===== config.mk =====
export PLATFORM = sky130hd
export DESIGN_NAME = ppm16_modulator_flat
export DESIGN_NICKNAME = d
export VERILOG_FILES = /design/src/rtl/ppm16_modulator_if.sv /design/src/rtl/ppm16_modulator.sv /design/src/flat_wrapper.sv
export SDC_FILE = /design/constraint.sdc
export NUM_CORES = 1
export LEC_CHECK = 0
export CAP_MARGIN = 20
export CORE_UTILIZATION = 46
export DETAILED_ROUTE_END_ITERATION = 7
export GPL_ROUTABILITY_DRIVEN = 0
export GPL_TIMING_DRIVEN = 0
export PLACE_DENSITY = 0.73
export REMOVE_ABC_BUFFERS = 1
export SLEW_MARGIN = 10
export SYNTH_ARGS = -nofsm -noshare
export SYNTH_HDL_FRONTEND = slang
export SYNTH_SLANG_ARGS = --single-unit

===== constraint.sdc =====
create_clock -name clk -period 2.75 [get_ports clk]
set_input_delay 0.55 -clock clk [delete_from_list [all_inputs] [get_ports clk]]
set_output_delay 0.55 -clock clk [all_outputs]
set_load 0.05 [all_outputs]

===== src/rtl/ppm16_modulator_if.sv =====
// ppm16_modulator_if: byte handshake and chip-stream bundle for the 16-PPM modulator.
//   data_in     [7:0] byte to transmit
//   data_valid        data_in valid
//   data_ready        modulator can accept data_in this cycle
//   chip_out          registered chip stream to the laser driver
//   frame_start       registered, high during the first cycle of every symbol frame
//   busy              high whenever the modulator is not idle
// Modports: master drives the byte side, slave is the modulator.
interface ppm16_modulator_if;
    logic [7:0] data_in;
    logic       data_valid;
    logic       data_ready;
    logic       chip_out;
    logic       frame_start;
    logic       busy;

    modport master (
        output data_in,
        output data_valid,
        input  data_ready,
        input  chip_out,
        input  frame_start,
        input  busy
    );

    modport slave (
        input  data_in,
        input  data_valid,
        output data_ready,
        output chip_out,
        output frame_start,
        output busy
    );
endinterface


===== src/rtl/ppm16_modulator.sv =====
// ppm16_modulator: transmit-side 16-ary PPM modulator.
// Each accepted byte becomes two symbol frames, high nibble first. A frame is 16 chip slots of
// CHIPS_PER_SLOT cycles followed by GUARD_SLOTS empty slots; the single pulse sits in the slot
// whose index equals the symbol value.
// Ports:
//   clk  system clock
//   rst  synchronous active-high reset
//   bus  ppm16_modulator_if.slave (data_in/data_valid/data_ready, chip_out, frame_start, busy)
// Parameters:
//   CHIPS_PER_SLOT  clock cycles per chip slot (>= 1)
//   GUARD_SLOTS     empty slots appended after every symbol frame (>= 0)
// Optional feature: define PPM16_MOD_PREAMBLE_EN to prefix every transfer taken from idle with
// two preamble frames (symbol 0x0, then 0xF). Back-to-back bytes skip the preamble.
module ppm16_modulator #(
    parameter int unsigned CHIPS_PER_SLOT = 1,
    parameter int unsigned GUARD_SLOTS    = 0
) (
    input  logic             clk,
    input  logic             rst,
    ppm16_modulator_if.slave bus
);
    localparam int unsigned NumSlots = 16 + GUARD_SLOTS;
    localparam int unsigned CycW     = (CHIPS_PER_SLOT > 1) ? $clog2(CHIPS_PER_SLOT) : 1;
    localparam int unsigned SlotW    = $clog2(NumSlots);
    localparam logic [CycW-1:0]  CycLast  = CycW'(CHIPS_PER_SLOT - 1);
    localparam logic [SlotW-1:0] SlotLast = SlotW'(NumSlots - 1);

`ifdef PPM16_MOD_PREAMBLE_EN
    typedef enum logic [2:0] {StIdle, StSymHi, StSymLo, StPre0, StPre1} state_e;
`else
    typedef enum logic [1:0] {StIdle, StSymHi, StSymLo} state_e;
`endif

    state_e           state_q, state_d;
    logic [CycW-1:0]  cyc_q, cyc_d;
    logic [SlotW-1:0] slot_q, slot_d;
    logic [7:0]       byte_q, byte_d;
    logic             chip_q, chip_d;
    logic             frame_start_q, frame_start_d;
    logic             busy_q, busy_d;

    logic       last_cycle;
    logic       ready;
    logic       transfer;
    logic [3:0] sym_d;

    always_comb begin
        last_cycle = (cyc_q == CycLast) && (slot_q == SlotLast);
        ready      = !rst && ((state_q == StIdle) || ((state_q == StSymLo) && last_cycle));
        transfer   = bus.data_valid && ready;

        state_d = state_q;
        cyc_d   = cyc_q;
        slot_d  = slot_q;
        byte_d  = byte_q;

        if (transfer) begin
            byte_d = bus.data_in;
        end

        // Counters run only inside frames; they wrap to 0 on the last frame cycle, so every
        // new frame (and the idle state) starts from zero.
        if (state_q != StIdle) begin
            if (cyc_q == CycLast) begin
                cyc_d  = '0;
                slot_d = (slot_q == SlotLast) ? '0 : slot_q + SlotW'(1);
            end else begin
                cyc_d = cyc_q + CycW'(1);
            end
        end

        case (state_q)
            StIdle: begin
                if (transfer) begin
`ifdef PPM16_MOD_PREAMBLE_EN
                    state_d = StPre0;
`else
                    state_d = StSymHi;
`endif
                end
            end
`ifdef PPM16_MOD_PREAMBLE_EN
            StPre0: if (last_cycle) state_d = StPre1;
            StPre1: if (last_cycle) state_d = StSymHi;
`endif
            StSymHi: if (last_cycle) state_d = StSymLo;
            StSymLo: if (last_cycle) state_d = transfer ? StSymHi : StIdle;
            default: state_d = StIdle;
        endcase

        // Outputs are registered, so they are derived from the next-state values.
        case (state_d)
            StSymHi: sym_d = byte_d[7:4];
            StSymLo: sym_d = byte_d[3:0];
`ifdef PPM16_MOD_PREAMBLE_EN
            StPre1:  sym_d = 4'hF;
`endif
            default: sym_d = 4'h0;
        endcase

        chip_d        = (state_d != StIdle) && (32'(slot_d) < 32'd16) && (slot_d[3:0] == sym_d);
        frame_start_d = (state_d != StIdle) && (cyc_d == '0) && (slot_d == '0);
        busy_d        = (state_d != StIdle);
    end

    always_ff @(posedge clk) begin
        if (rst) begin
            state_q       <= StIdle;
            cyc_q         <= '0;
            slot_q        <= '0;
            byte_q        <= '0;
            chip_q        <= 1'b0;
            frame_start_q <= 1'b0;
            busy_q        <= 1'b0;
        end else begin
            state_q       <= state_d;
            cyc_q         <= cyc_d;
            slot_q        <= slot_d;
            byte_q        <= byte_d;
            chip_q        <= chip_d;
            frame_start_q <= frame_start_d;
            busy_q        <= busy_d;
        end
    end

    assign bus.data_ready  = ready;
    assign bus.chip_out    = chip_q;
    assign bus.frame_start = frame_start_q;
    assign bus.busy        = busy_q;
endmodule


===== src/flat_wrapper.sv =====
// flat-port wrapper written by rule: the top's interface ports become plain ports
module ppm16_modulator_flat 
#(
    parameter int unsigned CHIPS_PER_SLOT = 1,
    parameter int unsigned GUARD_SLOTS    = 0
)
  (clk, rst, bus_data_in, bus_data_valid, bus_data_ready, bus_chip_out, bus_frame_start, bus_busy);
  ppm16_modulator_if bus_i ();
  input  logic clk;
  input  logic rst;
  input wire logic [$bits(bus_i.data_in)-1:0] bus_data_in;
  input wire logic [$bits(bus_i.data_valid)-1:0] bus_data_valid;
  output wire logic [$bits(bus_i.data_ready)-1:0] bus_data_ready;
  output wire logic [$bits(bus_i.chip_out)-1:0] bus_chip_out;
  output wire logic [$bits(bus_i.frame_start)-1:0] bus_frame_start;
  output wire logic [$bits(bus_i.busy)-1:0] bus_busy;
  assign bus_i.data_in = bus_data_in;
  assign bus_i.data_valid = bus_data_valid;
  assign bus_data_ready = bus_i.data_ready;
  assign bus_chip_out = bus_i.chip_out;
  assign bus_frame_start = bus_i.frame_start;
  assign bus_busy = bus_i.busy;
  ppm16_modulator #(.CHIPS_PER_SLOT(CHIPS_PER_SLOT), .GUARD_SLOTS(GUARD_SLOTS)) u_core (.clk(clk), .rst(rst), .bus(bus_i));
endmodule

After elaboration in Yosys (flattened, before gate mapping). Cells that the tools add are included.

$add $sub $neg: 2. Bitwise gates (word level): 2. Reductions and logical operators: 13. Equality and inequality tests: 6. Muxes and demuxes: 12.

Operators by type and width (number): 4-bit 2-to-1 mux (3); 8-bit 2-to-1 mux (1); 4-bit case mux with 2 select lines (1); 1-bit logical AND (7); 2-bit 2-to-1 mux (3); 2-bit case mux with 3 select lines (1); 4-bit by 1-bit adder with 4-bit output (second input constant) (1); 2-bit by 1-bit equality test with 1-bit output (second input constant) (2); 2-bit equality test (second input constant) (2); 4-bit equality test (1); 4-bit equality test (second input constant) (1); 4-bit logical NOT (1); 2-bit nonzero test (2); 1-bit 2-to-1 mux (3); 2-bit logical NOT (1); 1-bit NOT (2); 1-bit adder (second input constant) (1); 1-bit logical NOT (1); 1-bit logical OR (1).

Logic and storage cells: 42. Register bits: 18. Input bits: 11.

Longest topological paths before layout.
Depth in word-level cells: 13. Mapped depth: 12. Mapped depth without buffers: 12.

Worst setup path after synthesis. Ideal clock, no wire load.

Path kind: reg-to-output. Start point: register u_core.slot_q[0]. End point: output port bus_data_ready. Data arrival time: 2117 ps. Required time: 2200 ps. Cell stages (with the launch flop): 5. Path slack: 83 ps. Buffers on the path: 0. Cells stage by stage: dfxtp_1 > ha_1 > nand4b_1 > and2_1 > nor3_1.

Longest elaborated chain between the ends: 5.

RTL lines: start: declaration (line ppm16_modulator.sv:36) `logic [SlotW-1:0] slot_q, slot_d;`; start signal: assignment (line ppm16_modulator.sv:118) `slot_q <= slot_d;`; 4-bit equality test (line ppm16_modulator.sv:48) `last_cycle = (cyc_q == CycLast) && (slot_q == SlotLast);`; 1-bit logical AND (line ppm16_modulator.sv:48); 1-bit logical AND (line ppm16_modulator.sv:49) `ready = !rst && ((state_q == StIdle) || ((state_q == StSymLo) && last_cycle));`; 1-bit logical OR (line ppm16_modulator.sv:49); 1-bit logical AND (line ppm16_modulator.sv:49); end: declaration (line flat_wrapper.sv:13) `output wire logic [$bits(bus_i.data_ready)-1:0] bus_data_ready;`.

No other way between the ends.

Worst setup path in the final report.
Start point: input port bus_data_valid. End point: register u_core.chip_q, in the netlist u_core.bus.chip_out.

Longest elaborated chain between the ends: 8. Elaborated cells on any way between the ends: 12.

RTL lines: start: declaration (line flat_wrapper.sv:12) `input wire logic [$bits(bus_i.data_valid)-1:0] bus_data_valid;`; 1-bit logical AND (*) (line ppm16_modulator.sv:50) `transfer = bus.data_valid && ready;`; 1-bit 2-to-1 mux (line ppm16_modulator.sv:87) `StSymLo: if (last_cycle) state_d = transfer ? StSymHi : StIdle;`; 2-bit 2-to-1 mux (line ppm16_modulator.sv:87); 2-bit case mux with 3 select lines (line ppm16_modulator.sv:72) `case (state_q)`; 2-bit equality test or 2-bit by 1-bit equality test with 1-bit output (tied branches) (line ppm16_modulator.sv:92) `case (state_d)`; 4-bit case mux with 2 select lines (line ppm16_modulator.sv:92); 4-bit equality test (line ppm16_modulator.sv:101) `chip_d = (state_d != StIdle) && (32'(slot_d) < 32'd16) && (slot_d[3:0] == sym_d);`; 1-bit logical AND (*) (line ppm16_modulator.sv:101); end signal: assignment (line ppm16_modulator.sv:120) `chip_q <= chip_d;`; end: declaration (line ppm16_modulator.sv:38) `logic chip_q, chip_d;`.

Every way passes the cells marked *; elsewhere a longest branch is shown, timed or not. A chain may end at the register's enable or synchronous reset.

==> insert_results.sql <==
INSERT INTO impl_metrics (metric_group, metric, value, unit) VALUES
('placed_design', 'detailedPlacementHpwl', '1.26', 'mm'),
('power_and_ir_drop', 'power.density_cell_area', '452', 'nW/um2'),
('power_and_ir_drop', 'p_clk_share', '24.1', '%'),
('power_and_ir_drop', 'sw_frac_of_total', '27.3', '%'),
('floorplan', 'coreArea', '1820', 'um2'),
('floorplan', 'die-width', '47.2', 'um'),
('yosys', 'yosys_warnings', '0', ''),
('yosys', 'post_synth_num_cell_types', '34', ''),
('floorplan', 'dieHeight', '47.2', 'um'),
('worst_setup_path', 'timing_worst_setup_path_type', 'in -> reg', ''),
('worst_setup_path', 'cp.arrival', '2.84', 'ns'),
('timing', 'timing.final.crit_period', '2.62', 'ns'),
('final_layout', 'layout_commonest_cell', 'dfxtp_1', ''),
('floorplan', 'initial_utilization', '51.5', '%'),
('grt', 'grt_pass1_wl', '2.86', 'mm'),
('clock_tree', 'tritoncts', 'done', ''),
('final_layout', 'design.final.nets', '132', ''),
('yosys', 'avgSynthCellArea', '9.48', 'um2'),
('routing', 'drt_wl_total', '1.69', 'mm'),
('power_and_ir_drop', 'seq_power_share', '54.9', '%'),
('power_and_ir_drop', 'cellLeakagePower', '0.000444', 'uW'),
('run', 'max_cap_violations', '0', ''),
('yosys', 'synth_top_flop_cell', 'dfxtp_1', ''),
('clock_tree', 'clk_transition_reported_paths', '0.10', 'ns'),
('timing', 'setup_viol', '0', ''),
('routing', 'drt-vias-per-instance', '5.35', ''),
('final_layout', 'regArea', '362', 'um2'),
('timing', 'setup_ws', '0.129', 'ns'),
('yosys', 'netlist_instances', '99', ''),
('final_layout', 'multiInputGateArea', '557', 'um2'),
('final_layout', 'synthToLayoutAreaGrowth', '21.1', '%'),
('yosys', 'synth_seq_area_share', '38.4', '%'),
('power_and_ir_drop', 'total_power', '514', 'uW'),
('worst_setup_path', 'cp_data_required_time', '2.97', 'ns'),
('yosys', 'synth.cell_area', '938', 'um2'),
('placed_design', 'post-place-cells', '135', ''),
('clock_tree', 'clk-insertion-delay-late', '0.28', 'ns'),
('grt', 'grt_start_max_net_pins', '19', ''),
('final_layout', 'num_antenna_cells', '0', ''),
('clock_tree', 'cts.sinks', '18', ''),
('clock_tree', 'cts_hold_buf', '0', ''),
('clock_tree', 'numCtsBuffers', '3', ''),
('grt', 'grt.total_usage', '18.4', '%'),
('final_layout', 'layoutNonFillerInstCount', '140', ''),
('timing', 'final.period_utilization', '95.3', '%'),
('routing', 'route.vias.total', '749', ''),
('power_and_ir_drop', 'cell_internal_pwr', '374', 'uW'),
('placed_design', 'detailedPlace.worstSlack', '-0.661', 'ns'),
('grt', 'via_count_of_the_first_global_routing_pass', '699', ''),
('worst_setup_path', 'critical_path_peak_fanout', '5', ''),
('yosys', 'synth-edff-count', '0', ''),
('floorplan', 'design.die.area', '2220', 'um2'),
('power_and_ir_drop', 'vdd.ir_drop.worst', '0.000280', 'V'),
('final_layout', 'final.fill_count', '173', ''),
('routing', 'drt_first_pass_iters', '3', ''),
('yosys', 'ys_ff_latch', '18', ''),
('placed_design', 'port_buffers', '14', ''),
('timing', 'report.final.hold_viol_count', '0', ''),
('grt', 'antenna_found_initial', '0', ''),
('power_and_ir_drop', 'netSwitchingPower', '140', 'uW'),
('timing', 'fin_hold_ws', '0.507', 'ns'),
('final_layout', 'fraction_of_final_layout_cells_with_drive_strength_greater_than_1', '15.7', '%'),
('min_path', 'hold_path.class', 'reg -> reg', ''),
('routing', 'drt.antenna.violating_nets', '0', ''),
('worst_setup_path', 'critPathCaptureType', 'flop', ''),
('floorplan', 'top_level_ports', '15', ''),
('routing', 'first_iter_violations', '4', ''),
('yosys', 'postSynth.asyncResetShare', '0', '%'),
('timing', 'maxSlewHeadroom', '67.2', '%'),
('power_and_ir_drop', 'combinational_power_share', '21.0', '%'),
('run_status', 'run_status', 'complete, no violations', '');
[path summary, 6_finish.rpt]
path                            cells after the start             start                  end  slack [ns]
worst min register to register                      2  u_core.byte_q[3]     u_core.byte_q[3]        0.51
worst min-delay path                                2  u_core.byte_q[3]     u_core.byte_q[3]        0.51
worst max-delay path                               10    bus_data_valid  u_core.bus.chip_out        0.13
worst max register to register                     13  u_core.slot_q[1]  u_core.bus.chip_out        0.15
[stage by stage]
stage	utilization [%]	area, um2
after floorplan	-	916
after global placement	59.7	1090
after detailed placement	59.7	1090
after CTS	61.2	1110
after global routing	62.4	1140
final	62.4	1140
[cells by family after synthesis]
kind of cell	synth area share (%)
buf+inv	4.00
mux	12.8
simple gates	18.3
fa+ha+maj	5.33
flops	38.4
compound gates	16.5
xor+xnor	4.67
[power by group through the flow]
stage	Combinational [uW]	Clock (uW)	Sequential, uW
floorplan	58.9	0	299
global placement	107	0	288
detailed placement	110	0	288
CTS	109	129	282
global route	118	137	284
finish	108	124	282
[Yosys cell counts, types with 2 or more instances]
cell type | instances | area [um2]
xor2_1 | 2 | 17.5
nor3_1 | 4 | 20.0
nor2_1 | 14 | 52.6
o211ai_1 | 2 | 15.0
mux2i_1 | 12 | 120
a21oi_1 | 3 | 15.0
nand2_1 | 7 | 26.3
xnor2_1 | 3 | 26.3
ha_1 | 4 | 50.1
dfxtp_1 | 18 | 360
a22o_1 | 4 | 35.0
inv_1 | 4 | 15.0
[sequential cells by signal, summed over array words and instances (netlist names)]
register,flops
u_core.bus.busy,1
u_core.bus.chip_out,1
u_core.bus.frame_start,1
u_core.byte_q,8
u_core.cyc_q,1
u_core.slot_q,4
u_core.state_q,2
[layout make-up]
class                           count  area share [%]
Multi-Input combinational cell     74            49.0
Sequential cell                    18            31.8
Timing Repair Buffer               16            13.1
Tap cell                           25            2.75
Clock buffer                        3            1.98
Inverter                            4            1.32
[per-layer routing]
metal	part of all wire (%)	global-route usage [%]	up-vias
met5	0	0	-
met4	1.3	6.86	0
met3	2.6	2.31	4
met2	53	33.6	12
met1	43	21.7	348
li1	-	-	385
[critical path: stages]
cell and delay [ns]:
clkdlybuf4s50_1 0.46, or3b_4 0.40, a21o_1 0.22, ha_2 0.23, a22o_1 0.22, a211o_1 0.22, o211ai_1 0.11, xor2_1 0.16
nand3_1 0.11, nor3_2 0.15
[what timing repair did]
| action | CTS | global route |
|---|---|---|
| endpoints found under the setup margin | 2 | 2 |
| pin swaps | 1 | 0 |
| resized for setup | 5 | 5 |
| buffers inserted | 0 | 2 |
No activity file was read; power rests on OpenSTA's default activity.
